<file path="src/rtl/nonce_sequencer.sv">
// Nonce sequencer: sweeps a nonce range and offers each candidate to the mining controller.
// Build option: define NONCE_BYTESWAP_EN to present nonce_out byte-reversed.
module nonce_sequencer #(
    parameter int              NONCE_W    = 32,
    parameter int              ADDR_W     = 16,
    parameter logic [ADDR_W-1:0] NONCE_ADDR = 16'd19,
    parameter int              STEP       = 1
) (
    input  logic               clock,
    input  logic               reset,
    input  logic               start,
    input  logic               abort,
    input  logic [NONCE_W-1:0] start_nonce,
    input  logic [NONCE_W-1:0] end_nonce,
    input  logic               nonce_ready,
    input  logic               found,
    input  logic               next,
    output logic [NONCE_W-1:0] nonce_out,
    output logic [ADDR_W-1:0]  nonce_addr,
    output logic               nonce_valid,
    output logic               busy,
    output logic               done,
    output logic               exhausted,
    output logic [NONCE_W-1:0] found_nonce,
    output logic [NONCE_W-1:0] attempts
);
    // state     | meaning
    // IDLE      | no sweep in progress
    // PRESENT   | candidate offered, waiting for nonce_ready
    // WAIT      | candidate taken, waiting for found/next verdict
    // FOUND     | winning nonce recorded
    // EXHAUSTED | range ended without a hit
    typedef enum logic [2:0] {
        IDLE,
        PRESENT,
        WAIT,
        FOUND,
        EXHAUSTED
    } state_t;

    localparam logic [NONCE_W:0] STEP_EXT = (NONCE_W+1)'(STEP);

    state_t             state, state_d;
    logic [NONCE_W-1:0] nonce_q, nonce_d;
    logic [NONCE_W-1:0] end_q, end_d;
    logic [NONCE_W-1:0] attempts_d, found_nonce_d;
    logic [NONCE_W:0]   sum;
    logic               can_start;

    always_ff @(posedge clock) begin
        if (!reset) begin
            state       <= IDLE;
            nonce_q     <= '0;
            end_q       <= '0;
            attempts    <= '0;
            found_nonce <= '0;
        end else begin
            state       <= state_d;
            nonce_q     <= nonce_d;
            end_q       <= end_d;
            attempts    <= attempts_d;
            found_nonce <= found_nonce_d;
        end
    end

    always_comb begin
        state_d       = state;
        nonce_d       = nonce_q;
        end_d         = end_q;
        attempts_d    = attempts;
        found_nonce_d = found_nonce;
        // Carry bit catches overflow so the sweep never wraps to zero.
        sum           = {1'b0, nonce_q} + STEP_EXT;
        can_start     = (state == IDLE) || (state == FOUND) || (state == EXHAUSTED);

        if (abort) begin
            state_d       = IDLE;
            attempts_d    = '0;
            found_nonce_d = '0;
        end else if (start && can_start) begin
            nonce_d       = start_nonce;
            end_d         = end_nonce;
            attempts_d    = '0;
            found_nonce_d = '0;
            state_d       = (start_nonce > end_nonce) ? EXHAUSTED : PRESENT;
        end else begin
            case (state)
                PRESENT: begin
                    if (nonce_ready) begin
                        if (attempts != '1) attempts_d = attempts + 1'b1;
                        state_d = WAIT;
                    end
                end
                WAIT: begin
                    if (found) begin
                        found_nonce_d = nonce_q;
                        state_d       = FOUND;
                    end else if (next) begin
                        if (sum[NONCE_W] || (sum[NONCE_W-1:0] > end_q)) begin
                            state_d = EXHAUSTED;
                        end else begin
                            nonce_d = sum[NONCE_W-1:0];
                            state_d = PRESENT;
                        end
                    end
                end
                default: ;
            endcase
        end
    end

    always_comb begin
        nonce_valid = (state == PRESENT);
        busy        = (state == PRESENT) || (state == WAIT);
        done        = (state == FOUND) || (state == EXHAUSTED);
        exhausted   = (state == EXHAUSTED);
        nonce_addr  = nonce_valid ? NONCE_ADDR : '0;
        nonce_out   = nonce_q;
`ifdef NONCE_BYTESWAP_EN
        for (int i = 0; i < NONCE_W / 8; i++) begin
            nonce_out[8*i +: 8] = nonce_q[NONCE_W-8-8*i +: 8];
        end
`endif
    end

endmodule
</file>
<file path="config.mk">
export PLATFORM = sky130hd
export DESIGN_NAME = nonce_sequencer
export DESIGN_NICKNAME = d
export VERILOG_FILES = /design/src/rtl/nonce_sequencer.sv
export SDC_FILE = /design/constraint.sdc
export NUM_CORES = 1
export LEC_CHECK = 0
export BUFFER_PORTS_ARGS = -buffer_cell sky130_fd_sc_hd__buf_2
export CAP_MARGIN = 40
export CORE_MARGIN = 5
export CORE_UTILIZATION = 55
export DETAILED_ROUTE_END_ITERATION = 10
export GPL_TIMING_DRIVEN = 0
export PLACE_DENSITY = 0.89
export SKIP_LAST_GASP = 1
export SYNTH_ARGS = -nofsm -noshare
export SYNTH_HDL_FRONTEND = slang
export SYNTH_SLANG_ARGS = --single-unit
</file>
<file path="constraint.sdc">
create_clock -name clock -period 3.7 [get_ports clock]
set_input_delay 0.555 -clock clock [delete_from_list [all_inputs] [get_ports clock]]
set_output_delay 0.555 -clock clock [all_outputs]
set_load 0.005 [all_outputs]
</file>
==> metrics.csv <==
stage;metric;value;unit
outcome;outcome;finished, violations left;
outcome;violations;negative setup slack;
timing;drv_slew;0;
timing;setup_violations;23;
global_routing;grt_pass1_wl;39.8;mm
timing;fin_crit_sh;102;%
global_routing;antenna_found_initial;0;
placement;gp_congestion;0.999;
worst_setup_path;worstPathArrival;4110;ps
route;post_drt_wl_per_cell;18.6;um
cells_and_area;antennaDiodeCount;0;
placement;dp.cells;1387;
global_routing;first_global_vias;7927;
cells_and_area;final_util;72.2;%
cells_and_area;synthToLayoutAreaGrowth;30.0;%
logic_synthesis;synth.yosys.warnings;0;
clock_network;cts_buffers;17;
floorplanning;die_x;130;um
logic_synthesis;synth_cell_type_count;69;
min_path;min_path_type;in2reg;
timing;layout_setup_ws;-68.0;ps
global_routing;use_met3;8.13;%
clock_network;cts_max_path_buffers;2;
min_path;min_path_cells;3;
clock_network;root_buffer;clkbuf_16;
clock_network;clk_pin_slew;60;ps
worst_setup_path;end_kind;flop;
clock_network;htreeDepth;4;
floorplanning;start_util;55.5;%
worst_setup_path;critPathMaxFanout;7;
cells_and_area;nets;1398;
global_routing;met2_usage;47.9;%
route;viasPerCell;5.93;
logic_synthesis;seq_area_frac_synth;32.9;%
route;drt_iter0_markers;1095;
worst_setup_path;critPathLaunchType;flop;
logic_synthesis;syn_area;0.00798;mm2
logic_synthesis;synth_area_leaders;dfxtp_1 (33%), ha_1 (10%), nand2_1 (8.7%), a21oi_1 (7.5%), xnor2_1 (4.0%);
route;ant_nets;0;
cells_and_area;layout.cells.non_filler;1457;
logic_synthesis;synth_seq_cells;131;
worst_setup_path;cp.required;4040;ps
timing;slew_headroom;42.2;%
route;drc;0;
clock_network;clk_latency;430;ps
floorplanning;io_pins;187;
logic_synthesis;synth_edf_count;0;
global_routing;gr-usage-met1;36.9;%
timing;hold_viol;0;
job;drv_cap;0;
logic_synthesis;ys.flop_type;dfxtp_1;
logic_synthesis;avgSynthCellArea;7.84;um2
global_routing;grt_remaining_overflow;0;
power;power.density;374;mW/mm2
placement;dp_hpwl;19.6;mm
logic_synthesis;synth_top_area_cell;dfxtp_1;
floorplanning;rows;44;
cells_and_area;drive_gt1_share;28.0;%
timing;finClkSkew;8.08;ps
worst_setup_path;rrSetupSlack;-70;ps
timing;rsz0062_at_grt;yes;
timing;hold_slack;371;ps
power;p_leak;4.59;nW
worst_setup_path;rr_worst_depth;16;
floorplanning;core;0.0144;mm2
logic_synthesis;synth_top_area_share;32.9;%
global_routing;grt_max_degree;17;
clock_network;clock-sinks;131;
power;max-vdd-ir-drop;0.000363;V
floorplanning;die_y;130;um
route;dr.pass1.iters;8;
timing;finalCriticalPeriod;3770;ps
route;vias;8641;
logic_synthesis;async_reset_ff_share;0;%
route;drt-total-wl;27.1;mm
timing;tightest_slew;867;ps
logic_synthesis;synthCells;1018;
worst_setup_path;critPathKind;reg2reg;
power;power;3.88;mW
global_routing;top_usage_layer;met2;
placement;pre_cts_ws;-610;ps
clock_network;cts_tree;yes;
timing;max_clock_freq;265;MHz
global_routing;gr-usage-all-layers;30.1;%
placement;portBuffers;173;
floorplanning;die_area;0.0170;mm2
==> stage by stage <==
| step | cell area (um2) | setup TNS (ps) |
|---|---|---|
| 2_1_floorplan | 8030 | 0 |
| 3_3_place_gp | 9120 | -15560 |
| 3_5_place_dp | 9120 | -16930 |
| 4_1_cts | 9960 | 0 |
| 5_1_grt | 10400 | -3300 |
| 6_report | 10400 | -673 |
==> cell type report <==
class	instances	area (um2)
Timing Repair Buffer	212	1180
Inverter	72	270
Tap cell	184	230
Clock inverter	13	184
Sequential cell	131	2680
Buffer	65	390
Fill cell	1071	3990
Multi-Input combinational cell	762	5000
Clock buffer	18	439
==> cell families (layout without fill, tap and decap cells) <==
logic type,count (synthesis),in the layout,synth area share [%]
buffers and inverters,137,380,7.71
muxes,7,7,0.894
DFF,131,131,32.9
xor gates and xnor gates,59,59,6.48
adders and majority gates,66,66,10.3
and+or+nand+nor,410,410,25.2
AOI/OAI and AO/OA,207,207,16.5
other,1,13,0.0470
==> layer usage <==
metal / wire length [um] / vias to the layer above
met5: 0 / -
met4: 1720 / 0
met3: 3030 / 149
met2: 12100 / 551
met1: 10200 / 3934
li1: - / 4007
==> sequential cells by signal (all words and copies together) (netlist names) <==
| name | cells |
|---|---|
| end_q | 32 |
| attempts | 32 |
| nonce_out | 32 |
| state | 3 |
| found_nonce | 32 |
==> critical path: stages, from the launching register on <==
cell	delay, ps
dfxtp_2	340
buf_6	120
and4_4	260
nand2_4	70
or3_4	410
nor3_4	190
xor2_2	230
ha_1	290
nand4_1	130
buf_6	150
nor3_4	50
a221oi_2	330
a22o_1	310
and3_4	250
buf_2	200
o221ai_1	140
a21oi_1	190
==> placed cells by master (no fill, tap or decap), types with 14 or more instances in the layout <==
master     synthesis  routed
and3_1            15      14
xnor2_1           36      34
o21ai_0           18      18
nor2_1            53      50
nand4_1           29      29
dfxtp_1          131     107
clkbuf_16          0      18
nand2_1          184     181
clkbuf_1          34      34
buf_4             17      52
ha_1              66      65
inv_1             71      71
xor2_1            23      22
nand3_1           47      45
a21oi_1          120     116
buf_2              5     176
nor3_1            23      19
==> final timing paths <==
path	startpoint	to
setup / recovery	nonce_out[5]	nonce_out[8]
setup reg to reg	nonce_out[5]	nonce_out[8]
hold reg to reg	found_nonce[20]	found_nonce[20]
hold / removal	end_nonce[3]	end_q[3]
==> timing repair <==
action                     in CTS  in global routing
resized for setup              51                 46
pin swaps                      10                 26
hold buffers                    0                  0
setup endpoints to repair      34                 32
setup buffers                   7                 30
gates cloned                    0                  2
==> power by group <==
part	internal, mW	leakage [nW]	switching (mW)
registers	1.44	1.08	0.0415
logic	0.245	3.22	0.357
clock network	1.14	0.298	0.656
==> cells in the mapped netlist, types with 3 or more instances <==
master / count
a22oi_1: 3
or3_1: 4
and4_4: 3
a21oi_1: 120
a211o_1: 3
buf_6: 4
nor3_1: 23
buf_4: 17
and4_1: 9
nor2_1: 53
buf_1: 4
dfxtp_1: 131
xnor2_1: 36
o21ai_0: 18
nand3_1: 47
nand2_1: 184
and2_1: 6
o221ai_2: 6
a21o_1: 6
clkbuf_1: 34
o21a_1: 8
or4_1: 3
and3_1: 15
o22ai_1: 3
nand4_1: 29
o221ai_1: 5
o31ai_1: 3
o2111ai_1: 4
a31oi_1: 3
ha_1: 66
inv_1: 71
buf_2: 5
xor2_1: 23
nand2b_1: 12
nor2b_1: 3
nor4_1: 4
mux2i_1: 6
Power figures use the tool's default switching activity.
